**config.mk**
```make
export PLATFORM = sky130hd
export DESIGN_NAME = sdrc_wb_arb
export DESIGN_NICKNAME = d
export VERILOG_FILES = /design/src/rtl/sdrc_wb_arb.sv
export SDC_FILE = /design/constraint.sdc
export NUM_CORES = 1
export LEC_CHECK = 0
export ABC_AREA = 0
export BUFFER_PORTS_ARGS = -buffer_cell sky130_fd_sc_hd__buf_2
export CORE_AREA = 8 8 166 168
export CTS_CLUSTER_SIZE = 28
export DETAILED_ROUTE_END_ITERATION = 16
export DIE_AREA = 0 0 174 176
export GPL_ROUTABILITY_DRIVEN = 0
export HOLD_SLACK_MARGIN = 0.05
export PLACE_DENSITY_LB_ADDON = 0.3
export SLEW_MARGIN = 10
export SYNTH_ARGS = -nofsm -noshare
export SYNTH_HDL_FRONTEND = slang
export SYNTH_SLANG_ARGS = --single-unit
```
**constraint.sdc**
```tcl
create_clock -name wb_clk_i -period 1.8 [get_ports wb_clk_i]
set_input_delay 0.09 -clock wb_clk_i [delete_from_list [all_inputs] [get_ports wb_clk_i]]
set_output_delay 0.09 -clock wb_clk_i [all_outputs]
set_load 0.02 [all_outputs]
```
**src/rtl/sdrc_wb_arb.sv**
```systemverilog
// Round-robin arbiter: four Wishbone masters share one slave port (wb2sdrc).
// Define SDRC_WB_ARB_TIMEOUT_EN to add the slave-ack timeout with m_err_o and the DRAIN state.
module sdrc_wb_arb #(
  parameter int dw = 32,
  parameter int AW = 30
) (
  input  logic                  wb_clk_i,
  input  logic                  wb_rst_i,
  input  logic [3:0]            m_cyc_i,
  input  logic [3:0]            m_stb_i,
  input  logic [3:0]            m_we_i,
  input  logic [4*AW-1:0]       m_addr_i,
  input  logic [4*dw-1:0]       m_dat_i,
  input  logic [4*(dw/8)-1:0]   m_sel_i,
  input  logic [11:0]           m_cti_i,
  output logic [3:0]            m_ack_o,
  output logic [3:0]            m_err_o,
  output logic [dw-1:0]         m_dat_o,
  output logic                  s_cyc_o,
  output logic                  s_stb_o,
  output logic                  s_we_o,
  output logic [AW-1:0]         s_addr_o,
  output logic [dw-1:0]         s_dat_o,
  output logic [dw/8-1:0]       s_sel_o,
  output logic [2:0]            s_cti_o,
  input  logic                  s_ack_i,
  input  logic [dw-1:0]         s_dat_i,
  output logic [3:0]            arb_gnt_o
);

  localparam int SW = dw / 8;

`ifdef SDRC_WB_ARB_TIMEOUT_EN
  typedef enum logic [1:0] {IDLE, GRANT, DRAIN} state_t;
`else
  typedef enum logic [1:0] {IDLE, GRANT} state_t;
`endif

  state_t     state_q;
  logic [3:0] gnt_q;
  // own_q is the granted master in GRANT/DRAIN and the last owner in IDLE
  logic [1:0] own_q;
  logic [1:0] pick_d;
  logic [1:0] cand;
  logic       found;

  logic [AW-1:0] addr_a [4];
  logic [dw-1:0] dat_a  [4];
  logic [SW-1:0] sel_a  [4];
  logic [2:0]    cti_a  [4];

  for (genvar n = 0; n < 4; n++) begin : g_m
    assign addr_a[n] = m_addr_i[n*AW +: AW];
    assign dat_a[n]  = m_dat_i[n*dw +: dw];
    assign sel_a[n]  = m_sel_i[n*SW +: SW];
    assign cti_a[n]  = m_cti_i[n*3 +: 3];
  end

  // search starts one past the last owner; i==4 wraps back to the last owner itself
  always_comb begin
    pick_d = own_q;
    found  = 1'b0;
    cand   = own_q;
    for (int i = 1; i <= 4; i++) begin
      cand = own_q + 2'(i);
      if (!found && m_cyc_i[cand]) begin
        pick_d = cand;
        found  = 1'b1;
      end
    end
  end

  assign s_cyc_o  = (state_q == GRANT) && m_cyc_i[own_q];
  assign s_stb_o  = (state_q == GRANT) && m_stb_i[own_q];
  assign s_we_o   = m_we_i[own_q];
  assign s_addr_o = addr_a[own_q];
  assign s_dat_o  = dat_a[own_q];
  assign s_sel_o  = sel_a[own_q];
  assign s_cti_o  = cti_a[own_q];
  assign m_ack_o  = ((state_q == GRANT) && s_ack_i) ? gnt_q : 4'b0000;
  assign m_dat_o  = s_dat_i;
  assign arb_gnt_o = gnt_q;

`ifdef SDRC_WB_ARB_TIMEOUT_EN
  logic [9:0] tmo_q;
  logic [3:0] err_q;
  assign m_err_o = err_q;
`else
  assign m_err_o = 4'b0000;
`endif

  always_ff @(posedge wb_clk_i) begin
    if (wb_rst_i) begin
      state_q <= IDLE;
      gnt_q   <= 4'b0000;
      own_q   <= 2'd3;
`ifdef SDRC_WB_ARB_TIMEOUT_EN
      tmo_q   <= '0;
      err_q   <= 4'b0000;
`endif
    end else begin
`ifdef SDRC_WB_ARB_TIMEOUT_EN
      err_q <= 4'b0000;
      if (state_q != GRANT || s_ack_i) tmo_q <= '0;
      else if (s_stb_o)                tmo_q <= tmo_q + 10'd1;
`endif
      case (state_q)
        IDLE: begin
          if (|m_cyc_i) begin
            state_q <= GRANT;
            own_q   <= pick_d;
            gnt_q   <= 4'b0001 << pick_d;
          end
        end
        GRANT: begin
          if (!m_cyc_i[own_q]) begin
            state_q <= IDLE;
            gnt_q   <= 4'b0000;
          end
`ifdef SDRC_WB_ARB_TIMEOUT_EN
          else if (tmo_q == 10'h3ff && !s_ack_i) begin
            state_q <= DRAIN;
            err_q   <= gnt_q;
          end
        end
        DRAIN: begin
          if (!m_cyc_i[own_q]) begin
            state_q <= IDLE;
            gnt_q   <= 4'b0000;
          end
`endif
        end
        default: begin
          state_q <= IDLE;
          gnt_q   <= 4'b0000;
        end
      endcase
    end
  end

endmodule

```
* Yosys cells after proc, flatten, opt, wreduce, memory -nomap -nowiden
Cells that the tools add are included.
W data, S select, Z words.
** Word-level totals
- Register bits :: 8
- Output and inout bits :: 116
- Word-level logic and storage cells :: 67
- Input port bits :: 323
** Cells by class
- Order comparisons :: 5
- Multiplexer cells :: 38
- Shifts and indexed selects :: 1
- Add/subtract/negate cells :: 3
- Equal/unequal tests :: 3
- Reduce and logical (&&, ||, !) cells :: 13
- Bitwise gates (word level) :: 1
** Operator list (number)
- $bmux W32 S2 :: 1
- $mux W32 :: 2
- $bmux W30 S2 :: 1
- $mux W30 :: 2
- $mux W4 :: 5
- $bmux W1 S2 :: 6
- $lt A2 B3 Y1 const B :: 4
- $mux W2 :: 6
- $mux W1 :: 9
- $bmux W4 S2 :: 1
- $pmux W4 S2 :: 1
- $bmux W3 S2 :: 1
- $logic_and A1 B1 Y1 :: 6
- $mux W3 :: 2
- $add A2 B2 Y2 const B :: 2
- $ne A2 B2 Y1 const B :: 2
- $pmux W2 S2 :: 1
- $reduce_and A2 Y1 :: 2
- $reduce_or A4 Y1 :: 1
- $shl A1 B2 Y4 const A :: 1
- $ge A3 B3 Y1 const B :: 1
- $logic_not A1 Y1 :: 3
- $not A2 Y3 :: 1
- $add A2 B1 Y2 const B :: 1
- other kinds (2) :: 2

* Logic depth before layout (Yosys ltp)
- Depth after elaboration :: 16
- Depth in mapped cells :: 6
- Mapped depth without buffers :: 4

* Worst setup path before layout
No wires, ideal clock.
- Path type :: register to output
- From :: register own_q[0]
- To :: output s_dat_o[10]
- Setup slack :: 0.399 ns
- Stages on the path, launching flop included :: 5
- Data arrival time :: 1.311 ns
- Path buffers :: 3
- Cells stage by stage :: dfxtp_1 > buf_4 > buf_6 > buf_6 > mux4_2
** On the way
- Longest elaborated chain between the ends :: 4
** Ends and longest elaborated chain
- from (decl) :: line 42 : logic [1:0] own_q;
- from (signal assigned) :: line 111 : own_q <= pick_d;
- $not A2 Y3 (not written as such) :: line 77 : assign s_dat_o = dat_a[own_q];
- $bmux W32 S2 :: line 77
- $mux W32 (not written as such) (2 in series) :: line 77
- to (decl) :: line 23 : output logic [dw-1:0] s_dat_o,
Every way passes these cells. The select of a mux whose other input is x is not followed.

* Worst setup path in the final report
- From :: register own_q[0]
- To :: output s_dat_o[5]
Same word-level chain as after synthesis.

==> metrics <==
Max Root-Sink Buffers=2; Max IR drop VDD=468 uV; sequential power share=7.7%; pre-CTS setup slack=160 ps; clk sink count=7; critical path depth=4; # IOs=439; Post-DP Area=4430 sq um; 1st-iter DRT viols=122; Post-synth EDFFs=0; clock root buffer=clkbuf_16; Final setup violation count=0; setup TNS=0 ps; wire length on met2=8460 um; Fmax=0.575 GHz; final instance area=4620 sq um; commonest cells after routing, fill and taps aside=369 x buf_2, 71 x mux4_2, 7 x buf_4, 5 x dfxtp_1; sequential share of the synthesized area=5.78%; combinational cell fraction of total power=78.4%; hold path cells=2; H-tree levels=1; hold path startpoint=wb_rst_i; worst-path maximum fanout=18; Die ar.=30600 sq um; Internal Power=1.54 mW; Largest stage delay, worst path=570 ps; max-cap viol count=0; Clk pin slew, worst setup/hold paths=40 ps; crit path launch type=flip-flop; Final Hold Viols=0; worst r2r dst=own_q[1]$_SDFFE_PP1P_; critical path's top delay family=multiplexers; largest net degree at the start of global routing=41; first-pass GRT wire length=23200 um; ANT nets after route=0; DR WL met3=1370 um; slowest CP cell=mux4_2; count of warnings emitted by yosys=0; hpwl dp=14900 um; predominant post-synthesis flop cell=dfxtp_1; initial antenna violation count=3; hold-fix buffer count after cts=0; worst-path cell chain=buf_12, buf_16, mux4_2, buf_6; top cells by area, synth=mux4_2 66%, buf_4 11%, dfxtp_1 5.8%, buf_2 2.5%, buf_6 2.3%; core area=24800 sq um; switching part of the total power=43.1%; Die Y=176 um; vias post-DR=3163; ratio of final minimum period to clock period=96.6%; Arr. time, crit path=1650 ps; DRT Wirelength=16600 um; total gr overflow=0; synthesized area=2420 sq um; worst r2r src=own_q[0]$_SDFFE_PP1P_; Min-Delay Endpoint=state_q[0]$_SDFFE_PP0P_; #FFs+latches synth=7; top-area cell type share of the netlist area=66.0%; die width=174 um; area leader, netlist=mux4_2; Tot GR Track Use=9.66%; Port Buffers=370; run status=finished clean; share of layout cells above drive strength 1=90.8%; Clock Power Share=13.9%; setup ws final=60.4 ps; RSZ-0062 raised after global routing=no; CTS tree=built; end-of-flow core utilization=18.6%; DR top layer=met5; syn avg cell area=13.8 sq um; Clock Latency Late Sink=230 ps; count of cell types in the netlist=29; reg2reg setup slack=260 ps; Bufs and invs on worst path=3; Residual DRC=0; metal1 wirelength=6510 um; initial core utilization=9.77%; Crit Path Class=reg -> out; Worst Setup End Kind=output pin; drt first pass iters=4; Worst Hold Class=in -> reg; fin. max-slew vios=0; fraction of registers with async set/reset=0%; FILL cells=2794; vias per inst=3.74; CTS Buf Count=3; power density cells=585 nW/um^2; # rows=58; crit path time final=1740 ps; R2R depth=6; Area Overhead vs Synth=90.5%; Mapped Cells=175; leakage power figure=2.32 nW; Switch Pwr=1.16 mW; Worst EP required=1710 ps; commonest non-fill, non-tap cell in the layout=buf_2; WHS=120 ps; # nets final=836; clock skew=0.991 ps; vias in the first global route=3451; Wirelength per Cell=19.6 um
[repair_timing]
item,4_1_cts,5_1_grt
setup buffers,2,3
endpoints found under the setup margin,63,46
resized for setup,2,4
gates cloned,0,1
[stage by stage]
| stage | power [mW] | std cells |
|---|---|---|
| after floorplan | 1.58 | 178 |
| after global placement | 2.27 | 832 |
| after detailed placement | 2.28 | 832 |
| after CTS | 2.68 | 838 |
| after global routing | 2.87 | 844 |
| final | 2.70 | 845 |
[layout make-up]
cell class / instances / area [sq um] / share of cell area, %
diodes: 3 / 7.51 / 0.163
flip-flops and latches: 7 / 148 / 3.20
multi-input cells: 115 / 1890 / 41.0
inverters: 1 / 3.75 / 0.0813
clock buffers: 4 / 78.8 / 1.71
repair buffers: 385 / 2070 / 44.9
well taps: 330 / 413 / 8.94
[cell families (layout without fill, tap and decap cells)]
group,Yosys count,after routing,share of synthesized area [%]
flip-flops,7,7,5.78
AO/OA/AOI/OAI,12,12,3.77
multiplexers,73,73,67.5
AND/OR/NAND/NOR,26,26,6.19
other,1,7,0.155
buffers and inverters,56,390,16.6
[power by group through the flow]
stage	Clock (mW)	Combinational [mW]	Sequential (mW)
finish	0.376	2.12	0.207
floorplan	0	1.39	0.195
global placement	0	2.04	0.234
detailed placement	0	2.05	0.235
global route	0.394	2.26	0.212
CTS	0.382	2.08	0.226
[registers in the layout (all words and copies together), names as in the netlist]
signal and cells:
arb_gnt_o 4, own_q 2, state_q 1
[cell usage after synthesis, types with 2 or more instances]
cell,number
a21oi_1,3
and3_1,4
buf_2,12
buf_4,37
buf_6,5
dfxtp_1,7
mux4_2,71
nand2_1,4
nand2b_1,2
nor2_1,4
nor3_1,3
nor3b_1,2
o2bb2ai_1,4
or3_1,2
[worst max path at each step]
stage | start | endpoint | slack, ps
floorplan | own_q[0]$_SDFFE_PP1P_ | s_dat_o[10] | 400
global placement | own_q[0]$_SDFFE_PP1P_ | s_cti_o[2] | 170
detailed placement | own_q[0]$_SDFFE_PP1P_ | s_cti_o[2] | 160
CTS | own_q[0]$_SDFFE_PP1P_ | s_addr_o[8] | -6
global route | own_q[0]$_SDFFE_PP1P_ | s_dat_o[9] | 3
finish | own_q[0]$_SDFFE_PP1P_ | s_dat_o[5] | 60
[layer usage]
| metal | track usage [%] | vias up |
|---|---|---|
| li1 | - | 1398 |
| met5 | 0 | - |
| met4 | 2.00 | 2 |
| met2 | 16.9 | 193 |
| met1 | 11.5 | 1544 |
| met3 | 2.91 | 26 |
No activity file was read; power rests on OpenSTA's default activity.
